[config.mk]
export PLATFORM = sky130hd
export DESIGN_NAME = seg_scan_decoder
export DESIGN_NICKNAME = d
export VERILOG_FILES = /design/src/rtl/seg_scan_decoder.sv
export SDC_FILE = /design/constraint.sdc
export NUM_CORES = 1
export LEC_CHECK = 0
export BUFFER_PORTS_ARGS = -buffer_cell sky130_fd_sc_hd__buf_2
export CELL_PAD_IN_SITES_DETAIL_PLACEMENT = 1
export CELL_PAD_IN_SITES_GLOBAL_PLACEMENT = 1
export CORE_UTILIZATION = 42
export DETAILED_ROUTE_END_ITERATION = 16
export PLACE_DENSITY_LB_ADDON = 0.2
export SLEW_MARGIN = 20
export SYNTH_ARGS = -nofsm -noshare
export SYNTH_HDL_FRONTEND = slang
export SYNTH_SLANG_ARGS = --single-unit
[constraint.sdc]
create_clock -name clk_i -period 2 [get_ports clk_i]
set_input_delay 0.5 -clock clk_i [delete_from_list [all_inputs] [get_ports clk_i]]
set_output_delay 0.5 -clock clk_i [all_outputs]
set_load 0.02 [all_outputs]
[src/rtl/seg_scan_decoder.sv]
// Receive-side 7-segment scan monitor: watches a multiplexed active-low
// display bus and rebuilds per-digit BCD values with blank/illegal flags.
module seg_scan_decoder #(
  parameter int unsigned N_DIGITS      = 4,
  parameter int unsigned STABLE_CYCLES = 4,
  localparam int unsigned IDX_W        = (N_DIGITS > 1) ? $clog2(N_DIGITS) : 1
) (
  input  logic                  clk_i,
  input  logic                  rst_ni,
  input  logic [N_DIGITS-1:0]   an_i,
  input  logic [6:0]            seg_i,
  output logic [4*N_DIGITS-1:0] digits_o,
  output logic [N_DIGITS-1:0]   blank_o,
  output logic [N_DIGITS-1:0]   err_o,
  output logic                  upd_valid_o,
  output logic [IDX_W-1:0]      upd_idx_o,
  output logic                  all_seen_o
);

  localparam int unsigned      CNT_W   = $clog2(STABLE_CYCLES + 1);
  localparam logic [CNT_W-1:0] CNT_MAX = CNT_W'(STABLE_CYCLES);

  logic [N_DIGITS-1:0] smp_an;
  logic [6:0]          smp_seg;
  logic [CNT_W-1:0]    cnt;
  logic [CNT_W-1:0]    cnt_nxt;
  logic                acc;
  logic                acc_nxt;
  logic                in_valid;
  logic                in_same;
  logic [N_DIGITS-1:0] seen;
  logic [N_DIGITS-1:0] slot_oh;
  logic [IDX_W-1:0]    slot_idx;
  logic [3:0]          dec_digit;
  logic                dec_blank;
  logic                dec_err;

  // Stability tracking on the sample being captured versus the one held.
  always_comb begin
    cnt_nxt  = '0;
    acc_nxt  = 1'b0;
    in_valid = $onehot(~an_i);
    in_same  = (an_i == smp_an) && (seg_i == smp_seg);
    if (in_valid) begin
      if (!in_same) begin
        cnt_nxt = CNT_W'(1);
      end else if (cnt != CNT_MAX) begin
        cnt_nxt = cnt + CNT_W'(1);
      end else begin
        cnt_nxt = cnt;
      end
      // Fire only on the step into saturation so a held pattern pulses once.
      acc_nxt = (cnt_nxt == CNT_MAX) && (!in_same || (cnt != CNT_MAX));
    end
  end

  // Decode of the held segment pattern into {digit, blank, err}.
  always_comb begin
    dec_digit = 4'hE;
    dec_blank = 1'b0;
    dec_err   = 1'b0;
    unique case (smp_seg)
      7'b0000001: dec_digit = 4'd0;
      7'b1001111: dec_digit = 4'd1;
      7'b0010010: dec_digit = 4'd2;
      7'b0000110: dec_digit = 4'd3;
      7'b1001100: dec_digit = 4'd4;
      7'b0100100: dec_digit = 4'd5;
      7'b0100000: dec_digit = 4'd6;
      7'b0001111: dec_digit = 4'd7;
      7'b0000000: dec_digit = 4'd8;
      7'b0000100: dec_digit = 4'd9;
      7'b1111111: begin
        dec_digit = 4'hF;
        dec_blank = 1'b1;
      end
      default:    dec_err = 1'b1;
    endcase
  end

  // Slot addressed by the held sample; one-hot when an accept is pending.
  always_comb begin
    slot_oh  = ~smp_an;
    slot_idx = '0;
    for (int unsigned k = 0; k < N_DIGITS; k++) begin
      if (!smp_an[k]) slot_idx = IDX_W'(k);
    end
  end

  always_ff @(posedge clk_i or negedge rst_ni) begin
    if (!rst_ni) begin
      smp_an      <= '0;
      smp_seg     <= '0;
      cnt         <= '0;
      acc         <= 1'b0;
      seen        <= '0;
      digits_o    <= '1;
      blank_o     <= '1;
      err_o       <= '0;
      upd_valid_o <= 1'b0;
      upd_idx_o   <= '0;
      all_seen_o  <= 1'b0;
    end else begin
      smp_an      <= an_i;
      smp_seg     <= seg_i;
      cnt         <= cnt_nxt;
      acc         <= acc_nxt;
      upd_valid_o <= acc;
      if (acc) begin
        upd_idx_o  <= slot_idx;
        seen       <= seen | slot_oh;
        all_seen_o <= all_seen_o | (&(seen | slot_oh));
        for (int unsigned k = 0; k < N_DIGITS; k++) begin
          if (slot_oh[k]) begin
            digits_o[4*k +: 4] <= dec_digit;
            blank_o[k]         <= dec_blank;
            err_o[k]           <= dec_err;
          end
        end
      end
    end
  end

endmodule

==> results.json <==
{
  "clk-insertion-delay-late_ps": 300,
  "drt_wl_total_mm": 4.54,
  "syn_nets": 217,
  "synth_compound_area_share_pct": 11.7,
  "chipWidth_microns": 73.8,
  "grt_pass1_vias": 1565,
  "cp-start-kind": "input pin",
  "r2r_slack_ps": 150,
  "hold_ws_ps": 286,
  "ys_types": 39,
  "hold_viol": 0,
  "initial_utilization_pct": 44.7,
  "clockBufferDepth": 2,
  "drv_slew": 0,
  "relSlewSlack_pct": 62.2,
  "fmax_ghz": 0.529,
  "busiest_layer": "met2",
  "layout-drive-gt1-share_pct": 34.6,
  "pre_cts_slack_ps": -227,
  "powerDensity_mw_per_mm2": 676,
  "synthAdderAreaFrac_pct": 3.23,
  "synth-edff-count": 0,
  "coreArea_sq_mm": 0.00485,
  "synth_top_family_by_area": "simple AND/OR/NAND/NOR gates",
  "syn-cell-area_sq_mm": 0.00217,
  "grt_overflow_total": 0,
  "synth_ff_type": "dfrtp_1",
  "outcome": "finished clean",
  "peakVddDrop_mv": 0.306,
  "grt_max_degree": 48,
  "cts_max_level": 2,
  "p_leak_nw": 1.15,
  "clock_skew_ps": 11.0,
  "fin_setup_tns_ps": 0,
  "ios": 41,
  "p_switching_w": 0.000413,
  "use_met3_pct": 4.53,
  "clkSinkCount": 47,
  "synthMuxAreaShare_pct": 0.924,
  "postRouteAntennaNets": 0,
  "place_hpwl_mm": 3.38,
  "root_buffer": "clkbuf_8",
  "combPwrFrac_pct": 9.0,
  "tightestPinTransition_ps": 568,
  "clockPowerShare_pct": 32.2,
  "rsz0062_at_grt": "no",
  "final_net_count": 257,
  "met2_usage_pct": 29.7,
  "synth-simple-area-share_pct": 18.8,
  "critPathMaxFanout": 3,
  "io_buffers": 40,
  "dr.pass1.iters": 4,
  "critPathKind": "input pin to flop",
  "fin_ws_ps": 108,
  "ys_seq_elements": 47,
  "syn_avg_cell_area_sq_um": 10.9,
  "yosysSeqAreaShare_pct": 55.4,
  "cts_setup_buffers": 0,
  "synth_xor_area_share_pct": 4.85,
  "cts_resized": 0,
  "wl_per_cell_microns": 14.8,
  "layout_common_cells": "buf_2 (40), dfrtp_1 (27), nand2_1 (21), dfstp_2 (20), nor2_1 (13)",
  "yosysWarnings": 0,
  "p_seq_share_pct": 58.8,
  "path_clk_slew_ps": 90,
  "vias": 1582,
  "hold_buffers": 0,
  "internal_power_w": 0.00128,
  "finalPower_w": 0.00169,
  "use_met1_pct": 24.4,
  "cts_buffers": 5,
  "async_reset_ff_share_pct": 100,
  "hold_path_class": "input pin to async pin",
  "antennaDiodeCount": 0,
  "cts_tree": "yes",
  "cp_data_required_time_ps": 2220,
  "globalRouteTotalUtil_pct": 18.5,
  "setup_viol": 0,
  "post-route-period-util_pct": 94.6,
  "drv_cap": 0,
  "p_sw_share_pct": 24.4,
  "end_kind": "flop",
  "min_period_ps": 1890,
  "grt_pass1_wl_mm": 7.51,
  "syn_to_final_growth_pct": 15.5,
  "utilization_pct": 51.6,
  "drt-initial-drc-count": 63,
  "drc_errors": 0,
  "cp_data_arrival_time_ps": 2110,
  "die_area_sq_mm": 0.00545,
  "gp_congestion": 0.791,
  "netlist_instances": 199,
  "mostFrequentLayoutCell": "buf_2",
  "fp.dieH_microns": 73.8,
  "rows": 25,
  "viasPerCell": 5.15,
  "antenna_found_initial": 0
}
-- cell usage after synthesis, types with 2 or more instances --
| library cell | instances | area, sq um |
|---|---|---|
| nand2b_1 | 9 | 56.3 |
| dfrtp_1 | 27 | 676 |
| or2_2 | 3 | 18.8 |
| nor2_1 | 13 | 48.8 |
| nand2_1 | 21 | 78.8 |
| nor4b_2 | 2 | 30.0 |
| nor3_1 | 5 | 25.0 |
| nand4_1 | 2 | 12.5 |
| a21oi_1 | 6 | 30.0 |
| buf_6 | 5 | 56.3 |
| inv_1 | 7 | 26.3 |
| mux2i_1 | 2 | 20.0 |
| clkbuf_1 | 5 | 18.8 |
| nand3_1 | 4 | 20.0 |
| nor4_2 | 2 | 25.0 |
| o21ai_1 | 6 | 30.0 |
| o21ai_0 | 12 | 60.1 |
| ha_1 | 4 | 50.1 |
| dfstp_2 | 20 | 526 |
| nor2b_1 | 5 | 31.3 |
| a31oi_1 | 11 | 68.8 |
| xor2_1 | 11 | 96.3 |
-- worst paths after layout --
kind,from,cells past startpoint,endpoint
max in group asynchronous,rst_ni,2,blank_o[1]
worst min register to register,seen[1],2,seen[1]
worst max-delay path,an_i[0],7,acc
min in group clk_i,seg_i[1],1,smp_seg[1]
worst min-delay path,rst_ni,2,smp_seg[3]
worst max register to register,smp_seg[5],4,err_o[3]
-- critical path, cell delays in order --
cell	delay [ps]
buf_2	110
fa_1	520
inv_1	40
ha_2	180
ha_4	250
nor4b_4	270
nor4b_2	220
-- power groups by stage --
stage,combinational [W],sequential [W],clock [W]
6_report,0.000153,0.000995,0.000545
5_1_grt,0.000174,0.000999,0.000608
4_1_cts,0.000157,0.000995,0.000569
3_5_place_dp,0.000155,0.00101,0
3_3_place_gp,0.000150,0.00101,0
2_1_floorplan,0.000113,0.000995,0
-- routing by layer --
metal  vias to the layer above  routed length (microns)
met1                       773                     2130
met5                         -                        0
met4                         0                       78
met3                         7                      143
li1                        768                        -
met2                        34                     2190
-- logic make-up after synthesis --
| family | count (synthesis) |
|---|---|
| AOI/OAI and AO/OA | 41 |
| xor gates and xnor gates | 12 |
| adders and majority gates | 5 |
| buffers and inverters | 18 |
| DFF | 47 |
| muxes | 2 |
| and+or+nand+nor | 74 |
-- flip-flops by register name, summed over array words and instances (netlist names) --
signal	cells
acc	1
all_seen_o	1
blank_o	4
cnt	3
digits_o	16
err_o	4
seen	4
smp_an	4
smp_seg	7
upd_idx_o	2
upd_valid_o	1
-- metrics by stage --
| step | area (sq um) | std cells |
|---|---|---|
| 6_report | 2500 | 307 |
| 5_1_grt | 2500 | 307 |
| 4_1_cts | 2500 | 307 |
| 3_5_place_dp | 2420 | 299 |
| 3_3_place_gp | 2420 | 299 |
| 2_1_floorplan | 2190 | 199 |
-- layout make-up --
class                   instances  area [sq um]
multi-input cells             134           881
repair buffers                 44           230
flip-flops and latches         47          1200
fillers                       560          2340
clock inverters                 1          5.00
inverters                       7          26.3
well taps                      67          83.8
clock buffers                   7          76.3
(Power assumes the default switching activity.)
